--- config.mk ---
export PLATFORM = sky130hd
export DESIGN_NAME = pc_sequencer
export DESIGN_NICKNAME = d
export VERILOG_FILES = /design/src/rtl/pc_sequencer.sv
export SDC_FILE = /design/constraint.sdc
export NUM_CORES = 1
export LEC_CHECK = 0
export ABC_AREA = 0
export BUFFER_PORTS_ARGS = -buffer_cell sky130_fd_sc_hd__buf_2
export CAP_MARGIN = 20
export CORE_MARGIN = 10
export CORE_UTILIZATION = 25
export CTS_BUF_LIST = sky130_fd_sc_hd__clkbuf_16
export DETAILED_ROUTE_END_ITERATION = 12
export GPL_ROUTABILITY_DRIVEN = 0
export PLACE_DENSITY = 0.55
export SLEW_MARGIN = 10
export SYNTH_ARGS = -nofsm -noshare
export SYNTH_HDL_FRONTEND = slang
export SYNTH_SLANG_ARGS = --single-unit
--- constraint.sdc ---
create_clock -name i_clk -period 4.1 [get_ports i_clk]
set_input_delay 0.82 -clock i_clk [delete_from_list [all_inputs] [get_ports i_clk]]
set_output_delay 0.82 -clock i_clk [all_outputs]
set_load 0.02 [all_outputs]
--- src/rtl/pc_sequencer.sv ---
// pc_sequencer: multi-cycle instruction-fetch controller owning the SCCPU
// program counter. Sequences fetch (req/ack to instruction memory) and
// execute-wait, then commits the next PC from the core's NPC selection.
// Optional exception redirect is enabled by defining PC_SEQ_EXC_EN.
module pc_sequencer #(
    parameter logic [31:0] RESET_PC   = 32'h0000_3000
`ifdef PC_SEQ_EXC_EN
    ,
    parameter logic [31:0] EXC_VECTOR = 32'h0000_4180
`endif
) (
    input  logic        i_clk,
    input  logic        i_rstn,
    output logic        o_imem_req,
    output logic [31:0] o_imem_addr,
    input  logic        i_imem_ack,
    input  logic [31:0] i_imem_rdata,
    output logic [31:0] o_instr,
    output logic        o_instr_valid,
    output logic [31:0] o_pc,
    input  logic        i_exec_done,
    input  logic [1:0]  i_npc_op,
    input  logic [25:0] i_imm,
    input  logic [31:0] i_pcjr,
    input  logic        i_halt,
    output logic        o_halted,
    output logic        o_err_misalign,
`ifdef PC_SEQ_EXC_EN
    input  logic        i_exc,
    output logic [31:0] o_epc,
`endif
    output logic [31:0] o_retired
);

    typedef enum logic [1:0] {
        S_IDLE  = 2'd0,
        S_FETCH = 2'd1,
        S_EXEC  = 2'd2,
        S_HALT  = 2'd3
    } state_t;

    localparam logic [1:0] NPC_PLUS4  = 2'b00;
    localparam logic [1:0] NPC_BRANCH = 2'b01;
    localparam logic [1:0] NPC_JUMP   = 2'b10;
    localparam logic [1:0] NPC_JR     = 2'b11;

    state_t      r_state;
    state_t      w_next_state;
    logic [31:0] r_pc;
    logic [31:0] r_instr;
    logic        r_instr_valid;
    logic [31:0] r_retired;
    logic        r_err_misalign;

    logic [31:0] w_p4;
    logic [31:0] w_npc;
    logic        w_commit;
    logic        w_latch;
    logic        w_jr_misalign;
    logic        w_fetch_exc;
    logic        w_exec_exc;

`ifdef PC_SEQ_EXC_EN
    logic [31:0] r_epc;
    logic        r_exc_pend;

    // A fetch that saw an exception (earlier or on the ack cycle) is discarded
    assign w_fetch_exc = (r_state == S_FETCH) && i_imem_ack && (r_exc_pend || i_exc);
    assign w_exec_exc  = (r_state == S_EXEC) && i_exc;
    assign o_epc       = r_epc;
`else
    assign w_fetch_exc = 1'b0;
    assign w_exec_exc  = 1'b0;
`endif

    assign w_latch       = (r_state == S_FETCH) && i_imem_ack && !w_fetch_exc;
    assign w_commit      = (r_state == S_EXEC) && i_exec_done && !w_exec_exc;
    assign w_p4          = r_pc + 32'd4;
    assign w_jr_misalign = (i_npc_op == NPC_JR) && (i_pcjr[1:0] != 2'b00);

    assign o_imem_req     = (r_state == S_FETCH);
    assign o_imem_addr    = r_pc;
    assign o_instr        = r_instr;
    assign o_instr_valid  = r_instr_valid;
    assign o_pc           = r_pc;
    assign o_halted       = (r_state == S_HALT);
    assign o_err_misalign = r_err_misalign;
    assign o_retired      = r_retired;

    // Next-PC selection from the execute stage's npc_op
    always_comb begin
        w_npc = w_p4;
        case (i_npc_op)
            NPC_PLUS4:  w_npc = w_p4;
            NPC_BRANCH: w_npc = w_p4 + {{14{i_imm[15]}}, i_imm[15:0], 2'b00};
            NPC_JUMP:   w_npc = {w_p4[31:28], i_imm, 2'b00};
            NPC_JR:     w_npc = {i_pcjr[31:2], 2'b00};
            default:    w_npc = w_p4;
        endcase
    end

    // Next-state logic; an exception during fetch keeps us fetching at the vector
    always_comb begin
        w_next_state = r_state;
        case (r_state)
            S_IDLE:  w_next_state = S_FETCH;
            S_FETCH: begin
                if (i_imem_ack) begin
                    w_next_state = w_fetch_exc ? S_FETCH : S_EXEC;
                end
            end
            S_EXEC: begin
                if (w_exec_exc) begin
                    w_next_state = S_FETCH;
                end else if (i_exec_done) begin
                    w_next_state = i_halt ? S_HALT : S_FETCH;
                end
            end
            S_HALT:  w_next_state = S_HALT;
            default: w_next_state = S_IDLE;
        endcase
    end

    // State register
    always_ff @(posedge i_clk) begin
        if (!i_rstn) begin
            r_state <= S_IDLE;
        end else begin
            r_state <= w_next_state;
        end
    end

    // Instruction latch, PC commit, retire counter and sticky misalign flag
    always_ff @(posedge i_clk) begin
        if (!i_rstn) begin
            r_pc           <= RESET_PC;
            r_instr        <= 32'd0;
            r_instr_valid  <= 1'b0;
            r_retired      <= 32'd0;
            r_err_misalign <= 1'b0;
        end else begin
            r_instr_valid <= w_latch;
            if (w_latch) begin
                r_instr <= i_imem_rdata;
            end
            if (w_commit) begin
                r_pc      <= w_npc;
                r_retired <= r_retired + 32'd1;
                if (w_jr_misalign) begin
                    r_err_misalign <= 1'b1;
                end
            end
`ifdef PC_SEQ_EXC_EN
            if (w_fetch_exc || w_exec_exc) begin
                r_pc <= EXC_VECTOR;
            end
`endif
        end
    end

`ifdef PC_SEQ_EXC_EN
    // Exception bookkeeping: EPC capture and the pending flag held across a fetch
    always_ff @(posedge i_clk) begin
        if (!i_rstn) begin
            r_epc      <= 32'd0;
            r_exc_pend <= 1'b0;
        end else begin
            if (w_fetch_exc || w_exec_exc) begin
                r_epc <= r_pc;
            end
            if (r_state == S_FETCH) begin
                if (i_imem_ack) begin
                    r_exc_pend <= 1'b0;
                end else if (i_exc) begin
                    r_exc_pend <= 1'b1;
                end
            end else begin
                r_exc_pend <= 1'b0;
            end
        end
    end
`endif

endmodule

==> results of run 1 <==
cells by family after synthesis:
logic type                 count (synthesis)  share of synthesized area (%)
xor gates and xnor gates                  76                           9.78
DFF                                       98                           28.2
adders and majority gates                 37                           6.76
AOI/OAI and AO/OA                        219                           21.2
buffers and inverters                     83                           6.82
other                                      1                         0.0539
muxes                                     29                           5.86
and+or+nand+nor                          283                           21.3
what timing repair did:
item	in CTS	in global routing
endpoints found under the setup margin	0	5
resized for setup	0	7
setup buffers	0	0
sequential cells by signal (all words and copies together), names as in the netlist:
signal	flops
o_err_misalign	1
o_instr	32
o_instr_valid	1
r_state	2
o_imem_addr	30
o_retired	32
stage by stage:
step / hold slack [ns] / instance area [um2] / setup WS [ns] / cells
after global routing: 0.477 / 8620 / 0.0220 / 1399
final: 0.462 / 8620 / 0.206 / 1399
after floorplan: 0.512 / 6970 / 0.204 / 829
after CTS: 0.468 / 8600 / 0.0558 / 1399
after global placement: 0.446 / 8310 / 0.215 / 1383
after detailed placement: 0.448 / 8310 / 0.0810 / 1383
cell usage after synthesis (4+ instances only):
cell,number
dfxtp_1,98
nand2_1,80
a21oi_1,57
xnor2_1,55
nor2_1,46
o21ai_0,40
a22o_1,37
ha_1,36
and2_1,34
buf_4,34
nand3_1,31
clkbuf_1,27
xor2_1,20
nand4_1,18
nor3_1,17
mux2i_1,16
a21o_1,15
and3_1,12
inv_1,12
a21boi_0,10
a31oi_1,10
mux4_2,9
nor2b_1,8
or3_1,7
a211oi_1,5
and4_1,5
o211ai_1,5
o221ai_1,5
mux2_2,4
o21a_1,4
or2_2,4
layout make-up:
class                      count  share of cell area [%]
multi-input combinational    648                    52.9
sequential                    98                    22.8
timing repair buffer         247                    15.0
tap                          378                    5.48
clock buffer                   9                    2.61
clock inverter                 7                   0.711
inverter                      12                   0.522
where the power goes:
| part | internal, W | switching, W | total (W) |
|---|---|---|---|
| logic | 0.000189 | 0.000281 | 0.000469 |
| clock network | 0.000427 | 0.000448 | 0.000875 |
| registers | 0.000978 | 0.0000217 | 0.000999 |
worst max path at each step:
stage                                               to  slack (ns)  depth (start not counted)
after floorplan           o_imem_addr[19]$_SDFFE_PN0P_        0.20                         16
after global placement    o_imem_addr[19]$_SDFFE_PN0P_        0.22                         15
after detailed placement  o_imem_addr[19]$_SDFFE_PN0P_        0.08                         15
after CTS                 o_imem_addr[19]$_SDFFE_PN0P_        0.06                         15
after global routing      o_imem_addr[28]$_SDFFE_PN0P_        0.02                         14
final                     o_imem_addr[19]$_SDFFE_PN0P_        0.21                         15
metal layers:
layer,vias to the layer above,track usage [%]
met5,-,0
met2,241,23.8
met3,28,2.03
met1,3299,18.2
li1,3349,-
met4,0,4.22
==> reports/qor_table.md, run 1 <==
| Quantity | This run |
|---|---|
| Result of the run | finished, final reports clean |
| Crit path from | o_imem_addr[3]$_SDFFE_PN0P_ |
| Hold buffer count at CTS | 0 |
| WHS Endpoint | o_err_misalign$_SDFFE_PN0P_ |
| Share of the clock period used by the worst path | 95.0% |
| Top post-synthesis cells by area | dfxtp_1 28%, xnor2_1 6.9%, ha_1 6.5%, a22o_1 4.7%, nand2_1 4.3% |
| Buffers and inverters on the worst path | 0 |
| RR Startpoint | o_imem_addr[3]$_SDFFE_PN0P_ |
| Most frequent cells in the layout | 224 x buf_2, 97 x dfxtp_1, 79 x nand2_1 |
| Worst Hold Path Cells | 1 |
| Total clock buffers created by CTS | 9 |
| Total chip power | 0.00234 W |
| GRT Resource Usage Total | 14.1% |
| Kind of cell adding the most delay to the critical path | simple AND/OR/NAND/NOR gates |
| Via count of the first global-routing pass | 6792 |
| Number of buffer cells added on primary ports | 224 |
| Clock skew | 0.0135 ns |
| Average instance area after synthesis | 8.42 um2 |
| Ys Warns | 0 |
| Post-synthesis instance area | 6960 um2 |
| Static leakage | 4.06 nW |
| Starting density of the core | 25.2% |
| Number of failing hold endpoints at the final stage | 0 |
| Sequential element share of the synthesized area | 28.2% |
| Total area of sequential cells | 1960 um2 |
| Area of the multi-input gates | 4560 um2 |
| DR vias/cell | 4.94 |
| Post-Route M1 WL | 11700 um |
| F_max | 257 MHz |
| Number of vias in the routed layout | 6917 |
| Unrepaired setup endpoints after global routing | false |
| CTS clock-pin slew for the worst setup and hold paths | 0.08 ns |
| Worst ir drop on vdd | 0.177 mV |
| Routed wire length on met3 | 1290 um |
| TritonCTS Sinks | 98 |
| Worst-path cell with the longest stage delay | mux4_2 |
| Die Footprint | 34900 um2 |
| Placement Rows | 61 |
| WP data required | 4.36 ns |
| Area share of the largest cell type after synthesis | 28.2% |
| Fraction of the core area covered by cells at the end of the flow | 31.2% |
| Most common cell after layout, fill and taps aside | buf_2 |
| Vertical die dimension | 187 um |
| Iteration-0 DRC Markers | 527 |
| DP Wirelength | 20000 um |
| Startpoint class of the critical path | flip-flop |
| Total of endpoints with negative setup slack in the final report | 0 |
| Pre-antenna DRT Iters | 6 |
| Crit end category | flip-flop |
| Number of max-cap violations | 0 |
| Antenna violations before repair | 0 |
| Yosys top cell by area | dfxtp_1 |
| Number of flip-flops and latches in the synthesized netlist | 98 |
| Hold Path Origin | o_err_misalign$_SDFFE_PN0P_ |
| PD cells | 272 nW/um2 |
| Synthesized instance count | 826 |
| Endpoint of the worst register-to-register path | o_imem_addr[19]$_SDFFE_PN0P_ |
| Met2 wire length | 12300 um |
| Transition at the pin with the smallest max-transition slack | 0.782 ns |
| Layout overhead on the synthesized area | 24.0% |
| Worst slew margin relative to its limit | 47.6% |
| Cells along the critical path | ha_1, nand3_1, or2_4, nor3_2, nand3_1, xnor2_2, ha_1, a21oi_1, nand2_1, a21o_1, a41oi_1, nand2_2, xor2_1, mux4_2, a22o_1 |
| Clk root buf | clkbuf_16 |
| Final-layout fill cell count | 2983 |
| TritonCTS clock tree | built |
| Overflow left after global routing | 0 |
| Post-detailed-route wirelength per cell | 18.4 um |
| R2R depth | 15 |
| Hold WC Path Type | reg2reg |
| Number of antenna cells inserted | 0 |
| Proportion of layout cells with a drive suffix above 1 | 29.2% |
| Buffer levels on the longest clock path | 2 |
| Setup slack of the most critical reg-to-reg path | 0.21 ns |
| Most instantiated flip-flop cell in the synthesis netlist | dfxtp_1 |
| Highest metal used | met4 |
| Count of antenna-violating nets left after detailed routing | 0 |
| Worst-path maximum fanout | 6 |
| Total wire length after detailed routing | 25800 um |
| Tmin final | 3.89 ns |
| Critical path data arrival time | 4.15 ns |
| Ys async rst share | 0% |
| Post-route setup TNS | 0 ns |
| Residual DRC count | 0 |
| Startpoint-to-endpoint class of the critical path | reg2reg |
| Count of pins over their slew limit | 0 |
| Number of H-tree branching levels | 3 |
| Wire length of the first global-routing pass | 39600 um |
| Number of synthesized flops with an enable pin | 0 |
| Pin count of the biggest net entering global routing | 33 |
| Post-layout net count | 1150 |
| Floorplan die width | 187 um |
| Count of cell types in the netlist | 73 |
| Clk_lat worst skew | 0.36 ns |
| Number of top-level design ports | 229 |
| Core box area | 27600 um2 |
| Delay contributed by the slowest stage of the critical path | 0.46 ns |
(Power assumes the default switching activity.)
==> inputs of run 2 (changes only) <==
==> constraint.sdc (replaced) <==
create_clock -name i_clk -period 4.05 [get_ports i_clk]
set_input_delay 0.81 -clock i_clk [delete_from_list [all_inputs] [get_ports i_clk]]
set_output_delay 0.81 -clock i_clk [all_outputs]
set_load 0.02 [all_outputs]
==> reports/qor_table.md, run 2 (synthesis results as in run 1) <==
| Quantity | This run | Change |
|---|---|---|
| Result of the run | finished, final reports clean |  |
| Number of H-tree branching levels | 3 | unchanged |
| Cells along the critical path | ha_1, nand3_1, or2_2, nor3_2, nand3_1, xnor2_2, ha_1, a21oi_1, nand2_1, a21o_1, a41oi_2, nand2_2, xor2_1, mux4_2, a22o_1 |  |
| Most frequent cells in the layout | 224 x buf_2, 98 x dfxtp_1, 79 x nand2_1 |  |
| Number of antenna cells inserted | 0 | unchanged |
| Via count of the first global-routing pass | 6856 | +0.94% |
| Post-route setup TNS | 0 ns | unchanged |
| Share of the clock period used by the worst path | 94.0% | -0.96 points |
| Most common cell after layout, fill and taps aside | buf_2 |  |
| Met2 Track Usage GR | 23.5% | -0.32 points |
| Critical path data arrival time | 4.06 ns | -0.09 ns |
| Total chip power | 0.00235 W | +0.23% |
| Worst Hold Path Cells | 1 | unchanged |
| Layout overhead on the synthesized area | 24.2% |  |
| Worst Hold Margin | 0.463 ns | +0.00124 ns |
| Clock skew | 0.00877 ns | -0.00469 ns |
| Proportion of layout cells with a drive suffix above 1 | 29.5% | +0.29 points |
| CTS clock-pin slew for the worst setup and hold paths | 0.08 ns | about the same |
| Met3 usage in global routing | 2.59% | +0.56 points |
| Total wire length after detailed routing | 25800 um | -0.17% |
| Startpoint class of the critical path | flip-flop |  |
| Worst-path maximum fanout | 5 | -1 |
| Delay contributed by the slowest stage of the critical path | 0.44 ns | -0.02 ns |
| Routing layer with the top usage in global route | met2 |  |
| Buffer levels on the longest clock path | 2 | unchanged |
| Number of failing hold endpoints at the final stage | 0 | unchanged |
| Residual DRC count | 0 | unchanged |
| DP Wirelength | 20200 um | +0.88% |
| Vertical die dimension | 187 um | unchanged |
| Cell area after placement | 8310 um2 | unchanged |
| Number of stages on the worst setup path | 15 | unchanged |
| Number of buffer cells added on primary ports | 224 | unchanged |
| Buffers and inverters on the worst path | 0 | unchanged |
| Overflow left after global routing | 0 | unchanged |
| GRT Resource Usage Total | 14.2% | +0.056 points |
| Wire length of the first global-routing pass | 39900 um | +0.82% |
| Total of endpoints with negative setup slack in the final report | 0 | unchanged |
| Starting density of the core | 25.2% | unchanged |
| Count of pins over their slew limit | 0 | unchanged |
| Finished Layout Cells | 1399 | unchanged |
| Kind of cell adding the most delay to the critical path | simple AND/OR/NAND/NOR gates |  |
| Worst-path cell with the longest stage delay | mux4_2 |  |
| Number of vias in the routed layout | 6890 | -0.39% |
| PD cells | 272 nW/um2 | about the same |
| Startpoint-to-endpoint class of the critical path | reg2reg |  |
| TritonCTS clock tree | built |  |
| Core box area | 27600 um2 | unchanged |
| DP Cell Count | 1383 | unchanged |
| Iteration-0 DRC Markers | 416 | -21% |
| Final-layout fill cell count | 3014 | +1.0% |
| Worst ir drop on vdd | 0.208 mV | +18% |
| Global routing usage on met1 | 18.5% | +0.25 points |
| Floorplan die width | 187 um | unchanged |
| Final Cell Area | 8640 um2 | +0.20% |
| TritonCTS Sinks | 98 | unchanged |
| Placement Rows | 61 | unchanged |
| Antenna violations before repair | 0 | unchanged |
| Pin count of the biggest net entering global routing | 35 | +6.1% |
| F_max | 263 MHz | +2.3% |
| DR vias/cell | 4.92 | -0.39% |
| Die Footprint | 34900 um2 | unchanged |
| Pre-antenna DRT Iters | 5 | -1 |
| WP data required | 4.30 ns | -0.06 ns |
| Static leakage | 4.06 nW | about the same |
| Clk root buf | clkbuf_16 |  |
| Post-detailed-route wirelength per cell | 18.4 um | -0.17% |
| R2R depth | 15 | unchanged |
| Transition at the pin with the smallest max-transition slack | 0.757 ns | -0.0257 ns |
| Total clock buffers created by CTS | 9 | unchanged |
| Post-layout net count | 1150 | unchanged |
| Hold WC Path Type | reg2reg |  |
| Crit end category | flip-flop |  |
| Clk_lat worst skew | 0.36 ns | about the same |
| Number of top-level design ports | 229 | unchanged |
| Tmin final | 3.81 ns | -0.0862 ns |
| Count of antenna-violating nets left after detailed routing | 0 | unchanged |
| Worst slew margin relative to its limit | 49.5% | +1.9 points |
| Number of max-cap violations | 0 | unchanged |
-- run 2: layer usage --
metal | part of all wire, % | vias up
met2 | 48 | 234
met3 | 5.3 | 23
li1 | - | 3351
met1 | 45 | 3282
met5 | 0 | -
met4 | 1.6 | 0
-- run 2: through the flow --
step                util (%)  worst slack (ns)
finish                  31.3             0.242
global placement        30.1             0.233
CTS                     31.1             0.145
detailed placement      30.1             0.188
floorplan                  -             0.154
global route            31.3           -0.0134
-- run 2: path summary, 6_finish.rpt --
check                                            startpoint                           end  slack, ns
worst max-delay path            o_imem_addr[2]$_SDFFE_PN0P_  o_imem_addr[19]$_SDFFE_PN0P_       0.24
worst max register to register  o_imem_addr[2]$_SDFFE_PN0P_  o_imem_addr[19]$_SDFFE_PN0P_       0.24
worst min-delay path            o_err_misalign$_SDFFE_PN0P_   o_err_misalign$_SDFFE_PN0P_       0.46
worst min register to register  o_err_misalign$_SDFFE_PN0P_   o_err_misalign$_SDFFE_PN0P_       0.46
-- run 2: final cells by class --
type / count / area (um2) / area share, %
Multi-Input combinational cell: 648 / 4580 / 53.0
Clock inverter: 7 / 58.8 / 0.680
Inverter: 12 / 45.0 / 0.521
Timing Repair Buffer: 247 / 1290 / 15.0
Tap cell: 378 / 473 / 5.47
Sequential cell: 98 / 1960 / 22.7
Clock buffer: 9 / 225 / 2.61
-- run 2: where the power goes --
group          internal (W)  total (W)  switching (W)  leakage (nW)
Sequential         0.000990    0.00101      0.0000225         0.794
Combinational      0.000191   0.000476       0.000285          3.13
Clock              0.000428   0.000860       0.000432         0.140
-- run 2: timing repair --
action | 4_1_cts | 5_1_grt
hold buffers | 0 | 0
setup buffers | 0 | 0
endpoints found under the hold margin | 0 | 0
resized for setup | 0 | 10
setup endpoints to repair | 0 | 5
==> inputs of run 3 (changes only) <==
--- a/config.mk
+++ b/config.mk
@@ -8,12 +8,14 @@
 export ABC_AREA = 0
 export BUFFER_PORTS_ARGS = -buffer_cell sky130_fd_sc_hd__buf_2
 export CAP_MARGIN = 20
+export CORE_ASPECT_RATIO = 0.5
 export CORE_MARGIN = 10
 export CORE_UTILIZATION = 25
 export CTS_BUF_LIST = sky130_fd_sc_hd__clkbuf_16
 export DETAILED_ROUTE_END_ITERATION = 12
 export GPL_ROUTABILITY_DRIVEN = 0
 export PLACE_DENSITY = 0.55
+export RECOVER_POWER = 50
 export SLEW_MARGIN = 10
 export SYNTH_ARGS = -nofsm -noshare
 export SYNTH_HDL_FRONTEND = slang
==> reports/qor_table.md, run 3 (synthesis results as in run 1) <==
| Quantity | This run | Change |
|---|---|---|
| Worst-path maximum fanout | 7 | +2 |
| Total area of sequential cells | 1960 um2 | +0.13% |
| DR vias/cell | 4.95 | +0.60% |
| Vertical die dimension | 138 um | -26% |
| RR Startpoint | o_imem_addr[11]$_SDFFE_PN0P_ |  |
| Most common cell after layout, fill and taps aside | buf_2 |  |
| Tmin final | 3.88 ns | +0.0735 ns |
| Worst slew margin relative to its limit | -35.1% | -85 points |
| Library cell appearing most often on the critical path | a21oi_1 |  |
| Pre-antenna DRT Iters | 5 | unchanged |
| Sequential Power Share | 43.0% | about the same |
| Starting density of the core | 25.3% | +0.075 points |
| Number of buffer cells added on primary ports | 224 | unchanged |
| Proportion of layout cells with a drive suffix above 1 | 23.5% | -6.0 points |
| CTS clock-pin slew for the worst setup and hold paths | 0.08 ns | about the same |
| Total wire length after detailed routing | 26300 um | +2.0% |
| Crit path from | o_imem_addr[11]$_SDFFE_PN0P_ |  |
| DP Cell Count | 1387 | +0.29% |
| Buffer levels on the longest clock path | 2 | unchanged |
| Hold WC Path Type | reg2reg |  |
| Crit end category | flip-flop |  |
| Wire length of the first global-routing pass | 39200 um | -1.8% |
| Buffers and inverters on the worst path | 0 | unchanged |
| Final-layout fill cell count | 3039 | +0.83% |
| Worst ir drop on vdd | 0.154 mV | -26% |
| Transition at the pin with the smallest max-transition slack | 2.03 ns | +1.27 ns |
| Critical path data arrival time | 4.13 ns | +0.07 ns |
| TritonCTS Sinks | 98 | unchanged |
| Number of failing hold endpoints at the final stage | 0 | unchanged |
| GRT Resource Usage Total | 13.8% | -0.31 points |
| Hold Path Origin | o_err_misalign$_SDFFE_PN0P_ |  |
| Clk root buf | clkbuf_16 |  |
| Die Footprint | 35300 um2 | +1.2% |
| TritonCTS clock tree | built |  |
| Result of the run | complete, but fails checks |  |
| Number of vias in the routed layout | 6956 | +0.96% |
| Number of max-cap violations | 1 | +1 |
| Count of antenna-violating nets left after detailed routing | 0 | unchanged |
| Layout overhead on the synthesized area | 23.5% |  |
| Buffers inserted during post-CTS setup optimization | 0 | unchanged |
| Most frequent cells in the layout | 157 x buf_2, 96 x dfxtp_1, 79 x nand2_1 |  |
| Post-layout net count | 1151 | +0.087% |
| Count of pins over their slew limit | 50 | +50 |
| F_max | 258 MHz | -1.9% |
| Finished Layout Cells | 1404 | +0.36% |
| Clock skew | 0.0105 ns | +0.00175 ns |
| Total clock buffers created by CTS | 9 | unchanged |
| Placement Rows | 43 | -30% |
| Startpoint-to-endpoint class of the critical path | reg2reg |  |
| Delay contributed by the slowest stage of the critical path | 0.61 ns | +0.17 ns |
| Worst-path cell with the longest stage delay | or4_4 |  |
| Violated checks | max-capacitance violations, max-slew violations |  |
| Overflow left after global routing | 0 | unchanged |
| Iteration-0 DRC Markers | 517 | +24% |
| Total of endpoints with negative setup slack in the final report | 0 | unchanged |
| Clock Power Share | 37.1% | +0.5 points |
| Residual DRC count | 0 | unchanged |
| Number of antenna cells inserted | 0 | unchanged |
| Static leakage | 3.76 nW | -7.3% |
| Cells along the critical path | nand4_4, or4_4, nor2_4, nand3_2, xnor2_2, ha_1, a21oi_1, o21ai_0, nand3_1, a21oi_1, a221o_1, a21oi_1, mux2i_1, o21ai_0 |  |
| Hold buffer count at CTS | 0 | unchanged |
| Share of total power in combinational logic | 20.0% | -0.3 points |
| PD cells | 275 nW/um2 | +1.1% |
| Number of H-tree branching levels | 3 | unchanged |
| Switch share | 31.9% | +0.43 points |
| Core box area | 27500 um2 | -0.30% |
| Startpoint class of the critical path | flip-flop |  |
| Area of the multi-input gates | 4600 um2 | +0.30% |
| Post-detailed-route wirelength per cell | 18.7 um | +1.6% |
| WP data required | 4.30 ns | about the same |
| Kind of cell adding the most delay to the critical path | simple AND/OR/NAND/NOR gates |  |
| Pin count of the biggest net entering global routing | 50 | +43% |
| Number of top-level design ports | 229 | unchanged |
| PostCTS Resize Cnt | 2 | +2 |
| Internal portion of total power | 0.00161 W | -0.13% |
| Antenna violations before repair | 0 | unchanged |
| Worst Hold Margin | 0.471 ns | +0.00788 ns |
| Switching power | 0.000754 W | +1.9% |
| DP Wirelength | 20600 um | +1.7% |
| Via count of the first global-routing pass | 6929 | +1.1% |
| Share of the clock period used by the worst path | 95.8% | +1.8 points |
| Clk_lat worst skew | 0.36 ns | about the same |
| Floorplan die width | 256 um | +37% |
run 3: changes by cell type in the layout (fill, tap and decap cells not counted), moves of 2 or more:
cell	delta
nor4b_2	+2
dfxtp_1	-2
nor4b_1	-2
buf_4	-2
and2_0	+2
buf_2	-67
clkbuf_1	+69
and2_1	-2
dfxtp_2	+2
run 3: final cells by class:
cell class | instances | area share (%)
well taps | 382 | 5.56
inverters | 12 | 0.524
multi-input cells | 648 | 53.5
flip-flops and latches | 98 | 22.9
clock inverters | 7 | 0.714
repair buffers | 248 | 14.2
clock buffers | 9 | 2.62
run 3: final timing paths:
kind | to | slack, ns | cells past startpoint
min | o_err_misalign$_SDFFE_PN0P_ | 0.47 | 1
min reg2reg | o_err_misalign$_SDFFE_PN0P_ | 0.47 | 1
max reg2reg | o_imem_addr[31]$_SDFFE_PN0P_ | 0.17 | 14
max | o_imem_addr[31]$_SDFFE_PN0P_ | 0.17 | 14
run 3: layer usage:
layer | GRT usage [%] | vias to the layer above | share of wire [%]
met2 | 25.8 | 203 | 53
met3 | 2.89 | 49 | 5.0
met5 | 0 | - | 0
met1 | 15.4 | 3358 | 40
li1 | - | 3346 | -
met4 | 5.46 | 0 | 2.8
run 3: worst register-to-register path, stage by stage (launching register included):
cell     delay, ns
dfxtp_2       0.44
nand4_4       0.20
or4_4         0.61
nor2_4        0.23
nand3_2       0.12
xnor2_2       0.25
ha_1          0.34
a21oi_1       0.29
o21ai_0       0.18
nand3_1       0.12
a21oi_1       0.12
a221o_1       0.35
a21oi_1       0.23
mux2i_1       0.21
o21ai_0       0.08
run 3: through the flow:
step / utilization (%) / cell area, um2 / power [W] / TNS (ns) / setup WS, ns
after CTS: 31.3 / 8610 / 0.00238 / 0 / 0.0335
after detailed placement: 30.2 / 8310 / 0.00150 / 0 / 0.0205
after global routing: 31.2 / 8590 / 0.00246 / -0.0128 / -0.0128
after floorplan: - / 6970 / 0.00134 / 0 / 0.154
final: 31.2 / 8590 / 0.00236 / 0 / 0.169
after global placement: 30.2 / 8310 / 0.00150 / 0 / 0.0474
run 3: power by group through the flow:
stage               Sequential [W]  Combinational, W  Clock, W
floorplan                  0.00107          0.000278         0
global route               0.00102          0.000510  0.000934
finish                     0.00101          0.000471  0.000875
detailed placement         0.00104          0.000468         0
global placement           0.00103          0.000465         0
CTS                        0.00101          0.000470  0.000897
